`config.mk`:
```
export PLATFORM = sky130hd
export DESIGN_NAME = spectrum_matrix_ps2_encoder
export DESIGN_NICKNAME = d
export VERILOG_FILES = /design/src/rtl/spectrum_matrix_ps2_encoder.sv
export SDC_FILE = /design/constraint.sdc
export NUM_CORES = 1
export LEC_CHECK = 0
export BUFFER_PORTS_ARGS = -buffer_cell sky130_fd_sc_hd__buf_2
export CAP_MARGIN = 15
export CORE_UTILIZATION = 50
export CTS_BUF_LIST = sky130_fd_sc_hd__clkbuf_2
export DETAILED_ROUTE_END_ITERATION = 10
export PLACE_DENSITY_LB_ADDON = 0.25
export SETUP_SLACK_MARGIN = 0.02
export SLEW_MARGIN = 20
export SYNTH_ARGS = -nofsm -noshare
export SYNTH_HDL_FRONTEND = slang
export SYNTH_SLANG_ARGS = --single-unit
```
`constraint.sdc`:
```
create_clock -name clk_sys -period 7.1 [get_ports clk_sys]
set_input_delay 1.775 -clock clk_sys [delete_from_list [all_inputs] [get_ports clk_sys]]
set_output_delay 1.775 -clock clk_sys [all_outputs]
set_load 0.005 [all_outputs]
```
`src/rtl/spectrum_matrix_ps2_encoder.sv`:
```
// Diffs a 40-key Spectrum matrix against the state already reported downstream and emits
// paced MiSTer ps2_key press/release events. Define PS2ENC_DEBOUNCE_EN to add an input stability filter.
module spectrum_matrix_ps2_encoder #(
   parameter int unsigned GAP      = 1000,
   parameter int unsigned DEBOUNCE = 50000
) (
   input  logic        clk_sys,
   input  logic        reset,
   input  logic [39:0] keys_in,
   input  logic        flush,
   output logic [10:0] ps2_key,
   output logic        busy
);

   typedef enum logic [1:0] {S_IDLE, S_SCAN, S_EMIT, S_WAIT} state_t;

   // EMIT plus the first scan slot already cover two cycles of the gap, so WAIT holds GAP-1.
   localparam logic [23:0] GAP_M1  = 24'(GAP - 1);
   localparam bit          NO_WAIT = (GAP <= 1);

   // Slot 0 is CAPS, slot 1 is SYMBOL SHIFT, then the remaining keys in bit order.
   function automatic logic [5:0] slot_bit(input logic [5:0] s);
      if (s == 6'd0)       return 6'd0;
      else if (s == 6'd1)  return 6'd36;
      else if (s <= 6'd36) return s - 6'd1;
      else                 return s;
   endfunction

   function automatic logic [7:0] key_code(input logic [5:0] b);
      case (b)
         6'd0:  return 8'h12;  6'd1:  return 8'h1A;  6'd2:  return 8'h22;  6'd3:  return 8'h21;
         6'd4:  return 8'h2A;  6'd5:  return 8'h1C;  6'd6:  return 8'h1B;  6'd7:  return 8'h23;
         6'd8:  return 8'h2B;  6'd9:  return 8'h34;  6'd10: return 8'h15;  6'd11: return 8'h1D;
         6'd12: return 8'h24;  6'd13: return 8'h2D;  6'd14: return 8'h2C;  6'd15: return 8'h16;
         6'd16: return 8'h1E;  6'd17: return 8'h26;  6'd18: return 8'h25;  6'd19: return 8'h2E;
         6'd20: return 8'h45;  6'd21: return 8'h46;  6'd22: return 8'h3E;  6'd23: return 8'h3D;
         6'd24: return 8'h36;  6'd25: return 8'h4D;  6'd26: return 8'h44;  6'd27: return 8'h43;
         6'd28: return 8'h3C;  6'd29: return 8'h35;  6'd30: return 8'h5A;  6'd31: return 8'h4B;
         6'd32: return 8'h42;  6'd33: return 8'h3B;  6'd34: return 8'h33;  6'd35: return 8'h29;
         6'd36: return 8'h14;  6'd37: return 8'h3A;  6'd38: return 8'h31;  6'd39: return 8'h32;
         default: return 8'h00;
      endcase
   endfunction

   logic [39:0] sync1_q, sync2_q, snap, sent_q;

   always_ff @(posedge clk_sys) begin
      if (reset) begin
         sync1_q <= '1;
         sync2_q <= '1;
      end else begin
         sync1_q <= keys_in;
         sync2_q <= sync1_q;
      end
   end

`ifdef PS2ENC_DEBOUNCE_EN
   logic [39:0] prev_q, snap_q;
   logic [23:0] db_cnt_q;

   // Any movement restarts the window; the snapshot only follows a matrix that sat still.
   always_ff @(posedge clk_sys) begin
      if (reset) begin
         prev_q   <= '1;
         snap_q   <= '1;
         db_cnt_q <= '0;
      end else begin
         prev_q <= sync2_q;
         if (sync2_q != prev_q)
            db_cnt_q <= 24'(DEBOUNCE);
         else if (db_cnt_q != 24'd0)
            db_cnt_q <= db_cnt_q - 24'd1;
         else
            snap_q <= prev_q;
      end
   end

   assign snap = snap_q;
`else
   assign snap = sync2_q;

   if (DEBOUNCE == 0) begin : g_no_filter
   end
`endif

   state_t      state_q;
   logic [5:0]  slot_q;
   logic [23:0] cnt_q;
   logic [10:0] ps2_q;
   logic        busy_q, flush_pend_q, flush_act_q;

   logic [5:0]  cur_bit;
   logic        target, differ, last_slot, step;

   always_comb begin
      cur_bit   = slot_bit(slot_q);
      target    = flush_pend_q | snap[cur_bit];
      differ    = sent_q[cur_bit] != target;
      last_slot = slot_q == 6'd39;
      step      = 1'b0;
      case (state_q)
         S_SCAN:  step = !differ;
         S_EMIT:  step = !differ || NO_WAIT;
         S_WAIT:  step = cnt_q <= 24'd1;
         default: step = 1'b0;
      endcase
   end

   always_ff @(posedge clk_sys) begin
      if (reset) begin
         state_q      <= S_IDLE;
         slot_q       <= '0;
         cnt_q        <= '0;
         sent_q       <= '1;
         ps2_q        <= '0;
         busy_q       <= 1'b0;
         flush_pend_q <= 1'b0;
         flush_act_q  <= 1'b0;
      end else begin
         case (state_q)
            S_IDLE: begin
               slot_q <= '0;
               if (snap != sent_q || (flush_pend_q && sent_q != '1)) begin
                  state_q     <= S_SCAN;
                  busy_q      <= 1'b1;
                  flush_act_q <= flush_pend_q;
               end else if (flush_pend_q) begin
                  flush_pend_q <= 1'b0;
               end
            end
            S_SCAN: begin
               if (differ) state_q <= S_EMIT;
            end
            S_EMIT: begin
               // Re-evaluated here so a flush landing between SCAN and EMIT never lets a press out.
               if (differ) begin
                  ps2_q           <= {~ps2_q[10], ~target, 1'b0, key_code(cur_bit)};
                  sent_q[cur_bit] <= target;
                  cnt_q           <= GAP_M1;
                  state_q         <= S_WAIT;
               end
            end
            S_WAIT: begin
               cnt_q <= cnt_q - 24'd1;
            end
            default: state_q <= S_IDLE;
         endcase

         // A pass only retires the flush if the flush was active from its first slot.
         if (step) begin
            if (last_slot) begin
               state_q <= S_IDLE;
               busy_q  <= 1'b0;
               if (flush_act_q) flush_pend_q <= 1'b0;
            end else begin
               slot_q  <= slot_q + 6'd1;
               state_q <= S_SCAN;
            end
         end

         if (flush) flush_pend_q <= 1'b1;
      end
   end

   assign ps2_key = ps2_q;
   assign busy    = busy_q;

endmodule

```
After elaboration in Yosys (flattened, before gate mapping)
Memory sizes are Yosys's and may differ from the RTL's. A register that Yosys moved wholly into a read port is not among the register bits.
Index checks and enable logic that the tools add are counted.
{ "totals": {"rom_bits": 448, "ff_bits": 165, "word_cells": 78, "in_bits": 43, "output_inout_bits": 12, "mem_count": 1} }
{ "classes": {"n_addsub": 3, "n_eq_ne": 12, "mux": 32, "reduce_logical": 13, "magnitude_cmp": 4, "bitwise": 3} }
{ "mem_list": {"columns": ["memory", "words", "width", "read_ports", "rd_clocked_by_memory_dff", "wr", "line_no", "source"], "rows": [
  ["(no name shown)", 64, 7, 1, 1, 0, "30", "case (b)"]
]} }
{ "ops": {"columns": ["op", "count"], "rows": [
  ["24-bit case mux with 2 select lines", 1],
  ["40-bit bitwise mux", 1],
  ["40-bit != test", 1],
  ["40-bit != test (second input constant)", 1],
  ["6-bit two-way mux", 6],
  ["24-bit by 1-bit less-or-equal comparator with 1-bit output (second input constant)", 1],
  ["24-bit two-way mux", 1],
  ["24-bit by 1-bit subtractor with 24-bit output (second input constant)", 1],
  ["1-bit two-way mux", 14],
  ["1-bit binary-select mux with 6-bit select", 2],
  ["3-bit != test (second input constant)", 3],
  ["2-bit two-way mux", 4],
  ["6-bit by 7-bit less-than comparator with 1-bit output (second input constant)", 1],
  ["6-bit by 1-bit adder with 6-bit output (second input constant)", 1],
  ["1-bit demux with 6-bit select", 1],
  ["6-bit by 1-bit == test with 1-bit output (second input constant)", 1],
  ["6-bit == test (second input constant)", 1],
  ["6-bit by 1-bit >= comparator with 1-bit output (second input constant)", 1],
  ["6-bit less-or-equal comparator (second input constant)", 1],
  ["6-bit logical NOT", 1],
  ["2-bit case mux with 3 select lines", 1],
  ["2-bit AND reduction", 3],
  ["6-bit by 1-bit subtractor with 6-bit output (second input constant)", 1],
  ["2-bit == test (second input constant)", 2],
  ["other kinds (14)", 16]
]} }

Longest topological paths before layout
{ "logic_depth": {"depth_word": 12, "mapped_depth": 19, "mapped_depth_nobuf": 16} }

Worst setup path before layout
No wires, ideal clock.
{ "synth_timing": {"path_type": "flip-flop to flip-flop", "start": "register slot_q[0]", "end": "register sent_q[13]", "t_required_ns": 6.978, "stages_incl_launch_ff": 18, "path_slack_ns": 3.104, "synth_period_minus_slack_ns": 3.996, "path_buffers": 3, "arrival_time_ns": 3.874, "setup_time_ns": 0.122, "cell_sequence": "dfxtp_1 -> buf_2 -> inv_1 -> ha_1 -> nand2b_1 -> a21oi_4 -> xnor2_2 -> nand2_2 -> inv_2 -> o221ai_1 -> a221o_1 -> a21oi_2 -> o211ai_2 -> nor3b_4 -> and3_1 -> buf_2 -> buf_6 -> a311o_1"} }
{ "synth_between": {"elab_chain_cells": 9, "elab_cells_between_ends": 20, "classes_between": "add/sub (1); order compare (3); eq/ne (2); mux (10); bitwise (1); reduce/logical (3)"} }
{ "synth_rtl": {"columns": ["element", "line_no", "source"], "rows": [
  ["from (decl)", "87", "logic [5:0] slot_q;"],
  ["from (signal assigned)", "156", "slot_q <= slot_q + 6'd1;"],
  ["6-bit by 1-bit subtractor with 6-bit output or 6-bit less-or-equal comparator (tied branches)", "25", "else if (s <= 6'd36) return s - 6'd1;"],
  ["6-bit two-way mux", "25", null],
  ["6-bit two-way mux", "24", "else if (s == 6'd1) return 6'd36;"],
  ["6-bit two-way mux *", "23", "if (s == 6'd0) return 6'd0;"],
  ["6-bit by 7-bit less-than comparator with 1-bit output (not written as such) (tied with other cells)", "138", "sent_q[cur_bit] <= target;"],
  ["1-bit logical AND (not written as such) or 1-bit two-way mux (tied branches)", "138, 97", null],
  ["1-bit two-way mux (not written as such) or 1-bit OR (tied branches)", "138, 97", null],
  ["1-bit demux with 6-bit select or 1-bit != test (tied branches)", "138, 98", null],
  ["40-bit bitwise mux or 2-bit AND reduction (tied branches)", null, null],
  ["to (signal, indexed assignment)", "138", null],
  ["to (decl)", "45", "logic [39:0] sync1_q, sync2_q, snap, sent_q;"]
]} }
Mark *: on every way between the ends. The rest lies on a longest branch, timed or not. The select of a mux whose other input is x is not followed.
A chain may end at the register's enable or synchronous reset.

Final worst setup path
{ "layout_timing": {"start": "register slot_q[0]", "end": "register cnt_q[5]"} }
{ "layout_between": {"elab_chain_cells": 10, "elab_cells_between_ends": 15, "classes_between": "add/sub (1); order compare (1); eq/ne (3); mux (7); bitwise (1); reduce/logical (2)"} }
{ "layout_rtl": {"columns": ["element", "line_no", "source"], "rows": [
  ["6-bit by 1-bit subtractor with 6-bit output or 6-bit less-or-equal comparator (tied branches)", "25", null],
  ["6-bit two-way mux", "25", null],
  ["6-bit two-way mux", "24", null],
  ["6-bit two-way mux *", "23", null],
  ["1-bit binary-select mux with 6-bit select", "97", "target = flush_pend_q | snap[cur_bit];"],
  ["1-bit two-way mux (not written as such)", "97", null],
  ["1-bit OR", "97", null],
  ["1-bit != test *", "98", "differ = sent_q[cur_bit] != target;"],
  ["2-bit != test (no line) *", null, null],
  ["2-bit AND reduction (no line) *", null, null],
  ["to (signal assigned)", "144", "cnt_q <= cnt_q - 24'd1;"],
  ["to (decl)", "88", "logic [23:0] cnt_q;"]
]} }
Marks and branches as above.

==> flow_summary.json <==
{
  "clkTransAtPathRegs_ns": 0.27,
  "dp_hpwl_um": 15000,
  "core_area_um2": 16100,
  "fillers": 1521,
  "ff2ff_path_depth": 15,
  "drive_above_1_share_pct": 21.1,
  "numCtsBuffers": 17,
  "vias": 7285,
  "placed_cell_area_um2": 8600,
  "dieHeight_um": 131,
  "rows": 46,
  "hold_end": "snap[31]$_SDFF_PP1_",
  "ys_warn_count": 0,
  "status": "finished clean",
  "power.density_nw_per_um2": 323,
  "worst_pin_slew_ns": 1.16,
  "drc": 0,
  "holdPathStages": 1,
  "p_leak_nw": 3.47,
  "syn_avg_cell_area_um2": 8.82,
  "port_buffers": 52,
  "area_growth_pct": 7.01,
  "p_seq_share_pct": 38.6,
  "ys.flop_type": "dfxtp_1",
  "start_util_pct": 51.8,
  "worst_r2r_endpoint": "cnt_q[5]$_SDFFE_PP0P_",
  "sw_frac_of_total_pct": 44.0,
  "final_cell_area_um2": 8900,
  "clk_path_buf_depth": 2,
  "crit_path_max_fanout": 46,
  "max_slew_margin_pct": 22.2,
  "comb_power_share_pct": 42.0,
  "synth-seq-area-share_pct": 39.5,
  "routedWlPerCell_um": 18.2,
  "ys_ff_latch": 164,
  "synth-edff-count": 0,
  "setup_viol": 0,
  "synth_largest_area_cell": "dfxtp_1",
  "antenna_found_initial": 1,
  "synth_async_sr_flop_share_pct": 0,
  "routed_wl_um": 21600,
  "syn_area_um2": 8320,
  "dpl_worst_slack_ns": 1.48,
  "hold_start": "sync1_q[31]$_SDFF_PP1_",
  "post-route-min-period_ns": 5.78,
  "syn_inst": 943,
  "rrSetupSlack_ns": 1.32,
  "grt_pass1_vias": 6344,
  "internal_power_w": 0.00161,
  "ir_worst_vdd_uv": 175,
  "path_cells": "inv_1, ha_1, nor2b_1, o21ai_0, a211oi_2, inv_2, a21oi_1, a211oi_1, nor4_2, a211oi_4, o211ai_2, nor3b_4, buf_4, nor2_1, a221oi_1",
  "place_congestion": 0.994,
  "cts_setup_buffers": 0,
  "crit_required_ns": 7.79,
  "rr_startpoint": "slot_q[0]$_SDFF_PP0_",
  "switching_power_w": 0.00126,
  "via_per_inst": 6.15,
  "clock.fmax_ghz": 0.173,
  "grt_pass1_wl_um": 34400,
  "grt_max_degree": 87,
  "yosysUniqueCellTypes": 87,
  "cts_root_buf": "clkbuf_2",
  "grt_usage_pct": 26.2,
  "final_hold_viol_count": 0,
  "ctsHoldBuffers": 0,
  "mostFrequentLayoutCells": "dfxtp_1 (164), or2_2 (84), nor2_1 (79)",
  "cp-end-kind": "flop",
  "final_util_pct": 55.4,
  "drt_iter0_markers": 1107,
  "first_pass_iters": 6,
  "drv_cap": 0,
  "p_clk_share_pct": 19.5,
  "die_area_um2": 17200,
  "hold_class": "reg2reg",
  "critPathMaxStageDelay_ns": 0.92,
  "rsz0062_at_grt": "false",
  "ctsResizeCount": 0,
  "crit_buf_inv": 3,
  "final_common_cell": "dfxtp_1",
  "crit_family": "compound AO/OA/AOI/OAI gates",
  "num_io_pins": 55,
  "insertion_delay_ns": 0.79,
  "h-tree-depth": 4,
  "synthTopCellsByArea": "dfxtp_1 (39%), or2_2 (6.3%), xnor2_1 (4.3%), nor2_1 (3.6%), a21oi_1 (3.2%)",
  "skew_ns": 0.0608,
  "die_w_um": 131,
  "setup_tns_ns": 0,
  "gr-total-overflow": 0,
  "cts.sinks": 164,
  "critPathKind": "reg2reg",
  "yosysTopAreaCellShare_pct": 39.5,
  "final_nets": 1014,
  "fin_total_pwr_w": 0.00287,
  "crit_slowest_cell": "a211oi_2",
  "ant_nets": 0,
  "fin_crit_sh_pct": 81.4,
  "worst_slack_ns": 1.32,
  "cts_tree": "built",
  "cp.arrival_ns": 6.47,
  "slew_violations": 0,
  "critPathLaunchType": "flop"
}
-- synth_stat cells (all sizes together), types with 5 or more instances --
master / count
a2111oi: 5
a211oi: 15
a21boi: 7
a21oi: 56
a221oi: 13
a311o: 6
a311oi: 14
a41oi: 10
and3: 16
buf: 27
clkbuf: 40
dfxtp: 164
ha: 17
inv: 19
mux2i: 19
nand2: 46
nand2b: 6
nand3: 28
nand4: 25
nor2: 81
nor3: 18
nor3b: 6
nor4: 10
o2111ai: 7
o211ai: 11
o21ai: 52
o221ai: 16
o22ai: 7
or2: 85
or3: 9
xnor2: 42
xor2: 16
-- cells by family (layout without fill, tap and decap cells) --
logic type	after synthesis	count (layout)	synth area share, %
AO/OA/AOI/OAI	257	257	22.9
XOR/XNOR	58	58	6.20
adder cells (fa/ha/maj)	17	17	2.56
buffers and inverters	87	110	4.74
flip-flops	164	164	39.5
multiplexers	20	20	2.42
other	1	3	0.0451
AND/OR/NAND/NOR	339	339	21.7
-- how the worst max path moves through the flow --
stage,endpoint,depth (start not counted),slack [ns],startpoint
after global routing,cnt_q[7]$_SDFFE_PP0P_,16,0.77,slot_q[0]$_SDFF_PP0_
final,cnt_q[5]$_SDFFE_PP0P_,15,1.32,slot_q[0]$_SDFF_PP0_
after floorplan,sent_q[13]$_SDFFE_PP1P_,17,3.10,slot_q[0]$_SDFF_PP0_
after detailed placement,cnt_q[7]$_SDFFE_PP0P_,16,1.48,slot_q[0]$_SDFF_PP0_
after CTS,cnt_q[5]$_SDFFE_PP0P_,15,1.46,slot_q[0]$_SDFF_PP0_
after global placement,cnt_q[7]$_SDFFE_PP0P_,16,1.68,slot_q[0]$_SDFF_PP0_
-- metrics by stage --
stage          hold WS, ns  cells
5_1_grt              0.431   1184
2_1_floorplan        0.389    944
4_1_cts              0.416   1183
3_3_place_gp         0.393   1151
3_5_place_dp         0.393   1151
6_report             0.417   1184
-- cell type report --
type	instances	area, um2	share of cell area, %
tap	216	270	3.04
sequential	164	3280	36.9
inverter	20	75.1	0.843
timing repair buffer	58	308	3.46
clock inverter	15	209	2.35
clock buffer	17	85.1	0.956
antenna	1	2.50	0.0281
multi-input combinational	693	4670	52.5
-- power groups by stage --
stage | logic (W) | clock network [W] | registers [W]
3_3_place_gp | 0.00117 | 0 | 0.00112
3_5_place_dp | 0.00118 | 0 | 0.00112
4_1_cts | 0.00118 | 0.000575 | 0.00111
6_report | 0.00121 | 0.000560 | 0.00111
2_1_floorplan | 0.000940 | 0 | 0.00110
5_1_grt | 0.00133 | 0.000614 | 0.00112
-- sequential cells by signal, summed over array words and instances (netlist names) --
signal / flops
cnt_q: 24
sent_q: 40
snap: 40
busy: 1
state_q: 2
slot_q: 6
flush_act_q: 1
flush_pend_q: 1
ps2_key: 9
sync1_q: 40
-- layer usage --
metal  vias to the layer above  GRT usage, %  routed length, um
met1                      3344          34.5               9410
met4                         0          11.8                956
met2                       387          41.3               9590
met5                         -             0                  0
met3                        87          5.54               1620
li1                       3467             -                  -
(Power assumes the default switching activity.)
